### src/rtl/mem_arbiter_if.sv
// Signal bundle shared by the CPU port (C), the loader/debug port (L),
// the arbiter and the unified memory.
interface mem_arbiter_if #(
  parameter int AW = 32,
  parameter int DW = 32
);
  logic          c_req;
  logic          c_we;
  logic [AW-1:0] c_addr;
  logic [DW-1:0] c_wdata;
  logic          c_gnt;
  logic          c_done;
  logic [DW-1:0] c_rdata;

  logic          l_req;
  logic          l_we;
  logic [AW-1:0] l_addr;
  logic [DW-1:0] l_wdata;
  logic          l_gnt;
  logic          l_done;
  logic [DW-1:0] l_rdata;

  logic          m_ena_R;
  logic          m_ena_W;
  logic [AW-1:0] m_addr;
  logic [DW-1:0] m_data_W;
  logic [DW-1:0] m_data_R;
  logic          busy;

  modport slave (
    input  c_req, c_we, c_addr, c_wdata,
    input  l_req, l_we, l_addr, l_wdata,
    input  m_data_R,
    output c_gnt, c_done, c_rdata,
    output l_gnt, l_done, l_rdata,
    output m_ena_R, m_ena_W, m_addr, m_data_W, busy
  );

  modport master (
    output c_req, c_we, c_addr, c_wdata,
    output l_req, l_we, l_addr, l_wdata,
    output m_data_R,
    input  c_gnt, c_done, c_rdata,
    input  l_gnt, l_done, l_rdata,
    input  m_ena_R, m_ena_W, m_addr, m_data_W, busy
  );
endinterface

### src/rtl/mem_arbiter.sv
// Two-port fixed-priority arbiter and access sequencer for the unified memory.
// C has priority; a burst counter forces an L grant after MAX_BURST C grants.
module mem_arbiter #(
  parameter int AW        = 32,
  parameter int DW        = 32,
  parameter int RD_LAT    = 1,
  parameter int MAX_BURST = 4
) (
  input  logic          clock,
  input  logic          rst,
  mem_arbiter_if.slave  bus
);

  localparam logic [1:0] IDLE = 2'd0;
  localparam logic [1:0] WR   = 2'd1;
  localparam logic [1:0] RD   = 2'd2;

  localparam logic [2:0] LAT_LAST  = 3'(RD_LAT);
  localparam logic [3:0] BURST_MAX = 4'(MAX_BURST);
  localparam logic       OWNER_C   = 1'b0;

  logic [1:0]    state_q, state_d;
  logic          owner_q, owner_d;
  logic          we_q, we_d;
  logic [AW-1:0] addr_q, addr_d;
  logic [DW-1:0] wdata_q, wdata_d;
  logic [2:0]    latCnt_q, latCnt_d;
  logic [3:0]    burstCnt_q, burstCnt_d;
  logic          cDone_q, cDone_d;
  logic          lDone_q, lDone_d;
  logic [DW-1:0] cRdata_q, cRdata_d;
  logic [DW-1:0] lRdata_q, lRdata_d;
  logic          grantC, grantL;

  // Grants are suppressed while reset is low so nothing is accepted on the reset edge.
  always_comb begin
    grantC = 1'b0;
    grantL = 1'b0;
    if (rst && state_q == IDLE) begin
      if (bus.c_req && !(bus.l_req && burstCnt_q == BURST_MAX)) begin
        grantC = 1'b1;
      end else if (bus.l_req) begin
        grantL = 1'b1;
      end
    end
  end

  always_comb begin
    state_d    = state_q;
    owner_d    = owner_q;
    we_d       = we_q;
    addr_d     = addr_q;
    wdata_d    = wdata_q;
    latCnt_d   = latCnt_q;
    burstCnt_d = burstCnt_q;
    cDone_d    = 1'b0;
    lDone_d    = 1'b0;
    cRdata_d   = cRdata_q;
    lRdata_d   = lRdata_q;

    case (state_q)
      IDLE: begin
        if (grantC || grantL) begin
          owner_d  = grantL;
          we_d     = grantL ? bus.l_we    : bus.c_we;
          addr_d   = grantL ? bus.l_addr  : bus.c_addr;
          wdata_d  = grantL ? bus.l_wdata : bus.c_wdata;
          state_d  = we_d ? WR : RD;
          latCnt_d = we_d ? 3'd0 : 3'd1;
        end
        // Only C grants made while L is waiting count toward the starvation bound.
        if (grantC && bus.l_req) begin
          burstCnt_d = (burstCnt_q == BURST_MAX) ? burstCnt_q : burstCnt_q + 4'd1;
        end else if (grantC || grantL) begin
          burstCnt_d = 4'd0;
        end
      end

      WR: begin
        state_d = IDLE;
        if (owner_q == OWNER_C) cDone_d = 1'b1;
        else                    lDone_d = 1'b1;
      end

      RD: begin
        if (latCnt_q == LAT_LAST) begin
          state_d  = IDLE;
          latCnt_d = 3'd0;
          if (owner_q == OWNER_C) begin
            cDone_d  = 1'b1;
            cRdata_d = bus.m_data_R;
          end else begin
            lDone_d  = 1'b1;
            lRdata_d = bus.m_data_R;
          end
        end else begin
          latCnt_d = latCnt_q + 3'd1;
        end
      end

      default: state_d = IDLE;
    endcase
  end

  always_ff @(posedge clock) begin
    if (!rst) begin
      state_q    <= IDLE;
      owner_q    <= OWNER_C;
      we_q       <= 1'b0;
      addr_q     <= '0;
      wdata_q    <= '0;
      latCnt_q   <= 3'd0;
      burstCnt_q <= 4'd0;
      cDone_q    <= 1'b0;
      lDone_q    <= 1'b0;
      cRdata_q   <= '0;
      lRdata_q   <= '0;
    end else begin
      state_q    <= state_d;
      owner_q    <= owner_d;
      we_q       <= we_d;
      addr_q     <= addr_d;
      wdata_q    <= wdata_d;
      latCnt_q   <= latCnt_d;
      burstCnt_q <= burstCnt_d;
      cDone_q    <= cDone_d;
      lDone_q    <= lDone_d;
      cRdata_q   <= cRdata_d;
      lRdata_q   <= lRdata_d;
    end
  end

  // Memory address/data come straight from the captured request and hold between accesses.
  assign bus.c_gnt    = grantC;
  assign bus.l_gnt    = grantL;
  assign bus.c_done   = cDone_q;
  assign bus.l_done   = lDone_q;
  assign bus.c_rdata  = cRdata_q;
  assign bus.l_rdata  = lRdata_q;
  assign bus.m_ena_W  = (state_q == WR);
  assign bus.m_ena_R  = (state_q == RD);
  assign bus.m_addr   = addr_q;
  assign bus.m_data_W = wdata_q;
  assign bus.busy     = (state_q != IDLE);

endmodule

### src/flat_wrapper.sv
// flat-port wrapper written by rule: the top's interface ports become plain ports
module mem_arbiter_flat 
#(
  parameter int AW        = 32,
  parameter int DW        = 32,
  parameter int RD_LAT    = 1,
  parameter int MAX_BURST = 4
)
  (clock, rst, bus_c_req, bus_c_we, bus_c_addr, bus_c_wdata, bus_l_req, bus_l_we, bus_l_addr, bus_l_wdata, bus_m_data_R, bus_c_gnt, bus_c_done, bus_c_rdata, bus_l_gnt, bus_l_done, bus_l_rdata, bus_m_ena_R, bus_m_ena_W, bus_m_addr, bus_m_data_W, bus_busy);
  mem_arbiter_if #(.AW(AW), .DW(DW)) bus_i ();
  input  logic clock;
  input  logic rst;
  input wire logic [$bits(bus_i.c_req)-1:0] bus_c_req;
  input wire logic [$bits(bus_i.c_we)-1:0] bus_c_we;
  input wire logic [$bits(bus_i.c_addr)-1:0] bus_c_addr;
  input wire logic [$bits(bus_i.c_wdata)-1:0] bus_c_wdata;
  input wire logic [$bits(bus_i.l_req)-1:0] bus_l_req;
  input wire logic [$bits(bus_i.l_we)-1:0] bus_l_we;
  input wire logic [$bits(bus_i.l_addr)-1:0] bus_l_addr;
  input wire logic [$bits(bus_i.l_wdata)-1:0] bus_l_wdata;
  input wire logic [$bits(bus_i.m_data_R)-1:0] bus_m_data_R;
  output wire logic [$bits(bus_i.c_gnt)-1:0] bus_c_gnt;
  output wire logic [$bits(bus_i.c_done)-1:0] bus_c_done;
  output wire logic [$bits(bus_i.c_rdata)-1:0] bus_c_rdata;
  output wire logic [$bits(bus_i.l_gnt)-1:0] bus_l_gnt;
  output wire logic [$bits(bus_i.l_done)-1:0] bus_l_done;
  output wire logic [$bits(bus_i.l_rdata)-1:0] bus_l_rdata;
  output wire logic [$bits(bus_i.m_ena_R)-1:0] bus_m_ena_R;
  output wire logic [$bits(bus_i.m_ena_W)-1:0] bus_m_ena_W;
  output wire logic [$bits(bus_i.m_addr)-1:0] bus_m_addr;
  output wire logic [$bits(bus_i.m_data_W)-1:0] bus_m_data_W;
  output wire logic [$bits(bus_i.busy)-1:0] bus_busy;
  assign bus_i.c_req = bus_c_req;
  assign bus_i.c_we = bus_c_we;
  assign bus_i.c_addr = bus_c_addr;
  assign bus_i.c_wdata = bus_c_wdata;
  assign bus_i.l_req = bus_l_req;
  assign bus_i.l_we = bus_l_we;
  assign bus_i.l_addr = bus_l_addr;
  assign bus_i.l_wdata = bus_l_wdata;
  assign bus_i.m_data_R = bus_m_data_R;
  assign bus_c_gnt = bus_i.c_gnt;
  assign bus_c_done = bus_i.c_done;
  assign bus_c_rdata = bus_i.c_rdata;
  assign bus_l_gnt = bus_i.l_gnt;
  assign bus_l_done = bus_i.l_done;
  assign bus_l_rdata = bus_i.l_rdata;
  assign bus_m_ena_R = bus_i.m_ena_R;
  assign bus_m_ena_W = bus_i.m_ena_W;
  assign bus_m_addr = bus_i.m_addr;
  assign bus_m_data_W = bus_i.m_data_W;
  assign bus_busy = bus_i.busy;
  mem_arbiter #(.AW(AW), .DW(DW), .RD_LAT(RD_LAT), .MAX_BURST(MAX_BURST)) u_core (.clock(clock), .rst(rst), .bus(bus_i));
endmodule
### config.mk
export PLATFORM = sky130hd
export DESIGN_NAME = mem_arbiter_flat
export DESIGN_NICKNAME = d
export VERILOG_FILES = /design/src/rtl/mem_arbiter_if.sv /design/src/rtl/mem_arbiter.sv /design/src/flat_wrapper.sv
export SDC_FILE = /design/constraint.sdc
export NUM_CORES = 1
export LEC_CHECK = 0
export CAP_MARGIN = 15
export CORE_MARGIN = 1
export CORE_UTILIZATION = 30
export CTS_CLUSTER_SIZE = 40
export DETAILED_ROUTE_END_ITERATION = 8
export SYNTH_ARGS = -nofsm -noshare
export SYNTH_HDL_FRONTEND = slang
export SYNTH_SLANG_ARGS = --single-unit
### constraint.sdc
create_clock -name clock -period 2.7 [get_ports clock]
set_clock_uncertainty 0.15 [all_clocks]
set_input_delay 0.54 -clock clock [delete_from_list [all_inputs] [get_ports clock]]
set_output_delay 0.54 -clock clock [all_outputs]
set_load 0.01 [all_outputs]
# After elaboration in Yosys (flattened, before gate mapping)
# Index checks and enable logic that the tools add are counted.
# op_classes
addsub	2
mul	0
n_div	0
order_cmp	0
n_eq_ne	7
n_shift	0
muxes	25
n_bitwise	1
reduce_logical	16
# op_table
op	n
32-bit two-way mux	2
4-bit two-way mux	3
1-bit two-way mux	11
3-bit AND reduction	3
2-bit two-way mux	3
3-bit two-way mux	2
3-bit case mux with 2 select lines	1
2-bit AND reduction	3
2-bit nonzero test	3
4-bit by 1-bit adder with 4-bit output, second input constant	1
4-bit by 3-bit equality test with 1-bit output, second input constant	1
1-bit logical AND	4
2-bit inequality test, second input constant	2
1-bit case mux with 2 select lines	2
2-bit case mux with 2 select lines	1
3-bit by 1-bit adder with 3-bit output, second input constant	1
3-bit by 1-bit equality test with 1-bit output, second input constant	1
2-bit by 1-bit equality test with 1-bit output, second input constant	1
2-bit equality test, second input constant	1
2-bit logical NOT	1
2-bit by 1-bit inequality test with 1-bit output, second input constant	1
1-bit logical NOT	1
1-bit logical OR	1
1-bit inverter	1
# totals
reg_bits	140
latch_bits	0
ram_bits	0
romBits	0
input_bits	166
output_inout_bits	135
wordCells	61
memories	0

# Logic depth before layout (Yosys ltp)
# logic_depth
depth_word	10
mapped_depth	9

# Worst setup path after synthesis
# No wires, ideal clock.
# synth_path
path_type	flip-flop to output port
from	reg u_core.burstCnt_q[0]
to	out bus_l_gnt
arrival_time_ps	1385
path_slack_ps	625
path_stages_with_launch	8
path_cell_list	dfxtp_1 -> inv_1 -> ha_1 -> and4b_4 -> o21ai_2 -> buf_6 -> buf_6 -> inv_1
# synth_via
elab_chain_len	6
# synth_rtl
item	line_no	source
from (decl)	mem_arbiter.sv:28	logic [3:0] burstCnt_q, burstCnt_d;
from (signal assigned)	mem_arbiter.sv:125	burstCnt_q <= burstCnt_d;
4-bit by 3-bit equality test with 1-bit output	mem_arbiter.sv:40	if (bus.c_req && !(bus.l_req && burstCnt_q == BURST_MAX)) begin
1-bit logical AND	mem_arbiter.sv:40	
1-bit logical NOT	mem_arbiter.sv:40	
1-bit logical AND	mem_arbiter.sv:40	
1-bit two-way mux	mem_arbiter.sv:40	
1-bit two-way mux	mem_arbiter.sv:39	if (rst && state_q == IDLE) begin
to (decl)	flat_wrapper.sv:25	output wire logic [$bits(bus_i.l_gnt)-1:0] bus_l_gnt;
# No other way between the ends.

# Worst setup path after layout
# Ends and elaborated chain as after synthesis.

==> key figures <==
Status
  • Status: complete, no violations

Die
  • Area of the core: 0.0188 mm²
  • Core Rows: 50
  • Initial Util: slightly above 30%
  • DIE AREA: 0.0200 mm²
  • DIE HEIGHT: between 100 and 150 µm
  • Die X: 141 µm
  • I/O pin count: about 300

Synth
  • Compound-cell area share of the yosys netlist: about 22%
  • Simple-gate share of the synthesized area: 12.1%
  • Most instantiated cells after synthesis: 140 x dfxtp_1, 140 x nand2_1, 69 x o21ai_0
  • Synth Instances: 657
  • Async set-reset flop share out of synthesis: 0%
  • Post-synth top area share: about half
  • Yosys Warn Count: 0
  • Area contributors post-synth: dfxtp_1 48%, mux2i_1 11%, nand2_1 9.0%
  • Register area share after synthesis: 48.2%
  • Mapped cell area: between 0.005 and 0.006 mm²
  • Yosys top cell by area: dfxtp_1
  • Largest family of logic cells by synthesized area: compound AO/OA/AOI/OAI gates
  • Post-synthesis mux area share: 11.3%
  • Top FF cell, synth: dfxtp_1
  • Yosys reg bits: between 100 and 150
  • Xor/xnor share of the synthesized area: 0%
  • EDFF count, synth: 0
  • Mean Syn Cell Area: about 9 µm²
  • Post-Synth Adder-Cell Area: 1.07%
  • Post-synth net total: 828
  • Netlist cell types: 37

Drt
  • Routed len/inst: between 15 and 20 µm
  • Final wirelength: 19.1 mm
  • DRT iter0 DRCs: ~200
  • DR vias: around 5500
  • Drt pass-1 iters: 4
  • Antenna violation net count after detailed routing: 0
  • Vias per cell: between 4 and 5
  • # DRC: 0

Clocking
  • CTS tree: yes
  • Clock Path Buffers: 2
  • Count of hold-fix buffers inserted at cts: 0
  • Root cell of the clock tree: clkbuf_16
  • Clock Latency Late Sink: around 0.4 ns
  • H-tree depth: 4
  • Clock slew at reported path FFs: about 0.07 ns
  • Clock net sink count: between 100 and 150
  • Inserted Clock Buffers: 17

Worst hold path
  • Hold wc startpoint: u_core.bus.l_rdata[0]
  • Worst hold path type: register to register
  • Hold Path Sink: u_core.bus.l_rdata[0]
  • Hold Path Stages: 2

Placed design
  • RD Place Congestion: 0.787
  • Detailed placer's ending HPWL: about 14 mm
  • Post-place instance area: around 0.0091 mm²
  • Count of port buffers added during placement: 300

Setup path
  • Worst path arrival time: approximately 1.8 ns
  • R2R Setup Slk: 0.50 ns
  • Buf/Inv on CP: 4
  • CP Class: register to output port
  • Top delay family on crit path: buffers and inverters
  • FF-to-FF End: u_core.bus.m_data_W[23]
  • Origin of the critical flop-to-flop path: u_core.burstCnt_q[0]
  • CP required: around 2 ns
  • Slowest cell delay on critical path: ~0.41 ns
  • CP endpoint kind: output port
  • Crit-path max FO: 5
  • Slowest cell on crit path: dfxtp_1
  • CP startpoint kind: register
  • Depth of the most critical reg-to-reg path: 9
  • CP Cell Sequence: inv_1, ha_1, and4b_4, buf_4, o21ai_4, inv_1, buf_4

Timing
  • Hold Vio Cnt, Final: 0
  • Final worst-path cycle share: a little over 90%
  • Final Slew Violations: 0
  • Setup TNS Final: 0 ns
  • Post-route minimum period: between 2 and 3 ns
  • Fmax: ~400 MHz
  • Rel. slew slack: between 50 and 60%
  • Worst slew pin tran: between 0.6 and 0.7 ns
  • Hold_ws: ~0.3 ns
  • RSZ-0062 raised after global routing: false
  • # setup viols final: 0

Finish
  • Area growth syn-to-layout: 66.9%
  • Finished Cell Area: between 0.009 and 0.01 mm²
  • Number of nets in the layout: 1114
  • Antenna diodes: 0
  • Layout cells sized above 1: about 6.4%
  • Fillers: approximately 1900
  • FF/Latch Area: around 0.0028 mm²
  • Core Util, Final: between 50% and 60%
  • Footprint of the multi-input gates: approximately 0.0027 mm²

Flow run
  • Max-cap viol count: 0

Global routing
  • Tot GR Track Use: 19.6%
  • Initial antenna violation count: 0
  • Pin count of the biggest net entering global routing: 71
  • First-pass GRT wire length: approximately 30 mm
  • GRT overflow: 0
  • Number of global-route vias before repair: 5463

Power and ir drop
  • Cell Pwr Density: roughly 700 mW/mm²
  • IR drop worst, VDD: 423 µV
  • Pleak: around 3.9 nW
-- placed cells by master (no fill, tap or decap), types with 2 or more instances in the layout --
cell type,count
nand3b_1,3
a21boi_0,52
clkinv_2,2
inv_1,7
nand3_1,3
clkdlybuf4s50_1,296
a21boi_1,15
inv_6,3
buf_12,6
a21oi_1,65
a31o_2,2
clkbuf_16,17
inv_8,2
o211ai_1,3
nand2_1,140
and3_1,2
dlygate4sd2_1,2
nor2b_1,3
dfxtp_1,140
mux2i_1,66
ha_1,5
o21ai_0,69
bufinv_16,2
buf_4,17
clkinv_4,4
nor2_1,8
and2_1,4
-- logic make-up (layout without fill, tap and decap cells) --
logic type	Yosys count	after routing
AO/OA/AOI/OAI	215	215
AND/OR/NAND/NOR	169	169
flip-flops	140	140
multiplexers	66	66
buffers and inverters	62	361
adder cells (fa/ha/maj)	5	5
-- where the power goes --
part / switching [mW] / internal, mW / leakage, nW / total (mW)
combinational: 0.883 / 1.02 / 2.45 / 1.90
clock: 0.978 / 1.38 / 0.289 / 2.36
sequential: 0.150 / 2.35 / 1.14 / 2.50
total: 2.01 / 4.76 / 3.88 / 6.77
-- worst reg2reg max path: cells and delay by family (launching register included) --
family	cells	cell delay [ns]
AO/OA/AOI/OAI	2	0.26
adder cells (fa/ha/maj)	1	0.21
buffers and inverters	4	0.62
flip-flops	1	0.41
multiplexers	1	0.21
AND/OR/NAND/NOR	1	0.20
-- timing repair --
item | 4_1_cts | 5_1_grt
setup buffers | 0 | 0
endpoints found under the setup margin | 2 | 0
resized for setup | 2 | 0
-- routing by layer --
layer  GRT usage, %  wire length, µm
met1           21.9             7810
met2           34.3             9330
met3           8.67             1770
met4           4.06              142
met5              0                0
-- layout make-up --
type / instances / area share, %
clock buffers: 18 / 4.42
clock inverters: 14 / 1.66
inverters: 8 / 0.309
multi-input cells: 455 / 28.2
flip-flops and latches: 140 / 28.9
well taps: 260 / 3.35
repair buffers: 321 / 33.2
-- worst max-delay path by stage --
stage,from,endpoint,depth (start not counted)
floorplan,u_core.burstCnt_q[0],bus_l_gnt,7
global placement,bus_l_req,bus_c_gnt,4
detailed placement,bus_l_req,bus_c_gnt,4
CTS,u_core.burstCnt_q[0],bus_l_gnt,7
global route,u_core.burstCnt_q[0],bus_c_gnt,5
finish,u_core.burstCnt_q[0],bus_l_gnt,7
-- flip-flops by register name (all words and copies together), names as in the netlist --
| name | count |
|---|---|
| u_core.bus.c_rdata | 32 |
| u_core.state_q | 2 |
| u_core.owner_q | 1 |
| u_core.bus.l_rdata | 32 |
| u_core.bus.c_done | 1 |
| u_core.bus.l_done | 1 |
| u_core.latCnt_q | 3 |
| u_core.bus.m_addr | 32 |
| u_core.bus.m_data_W | 32 |
| u_core.burstCnt_q | 4 |
-- metrics by stage --
step / total power, mW / setup slack, ns / std cells
after floorplan: 3.37 / 0.625 / 657
after global placement: 4.47 / 0.0350 / 1184
after detailed placement: 4.47 / 0.00840 / 1184
after CTS: 6.87 / 0.139 / 1216
after global routing: 7.14 / 0.0618 / 1216
final: 6.77 / 0.173 / 1216
(Power assumes the default switching activity.)
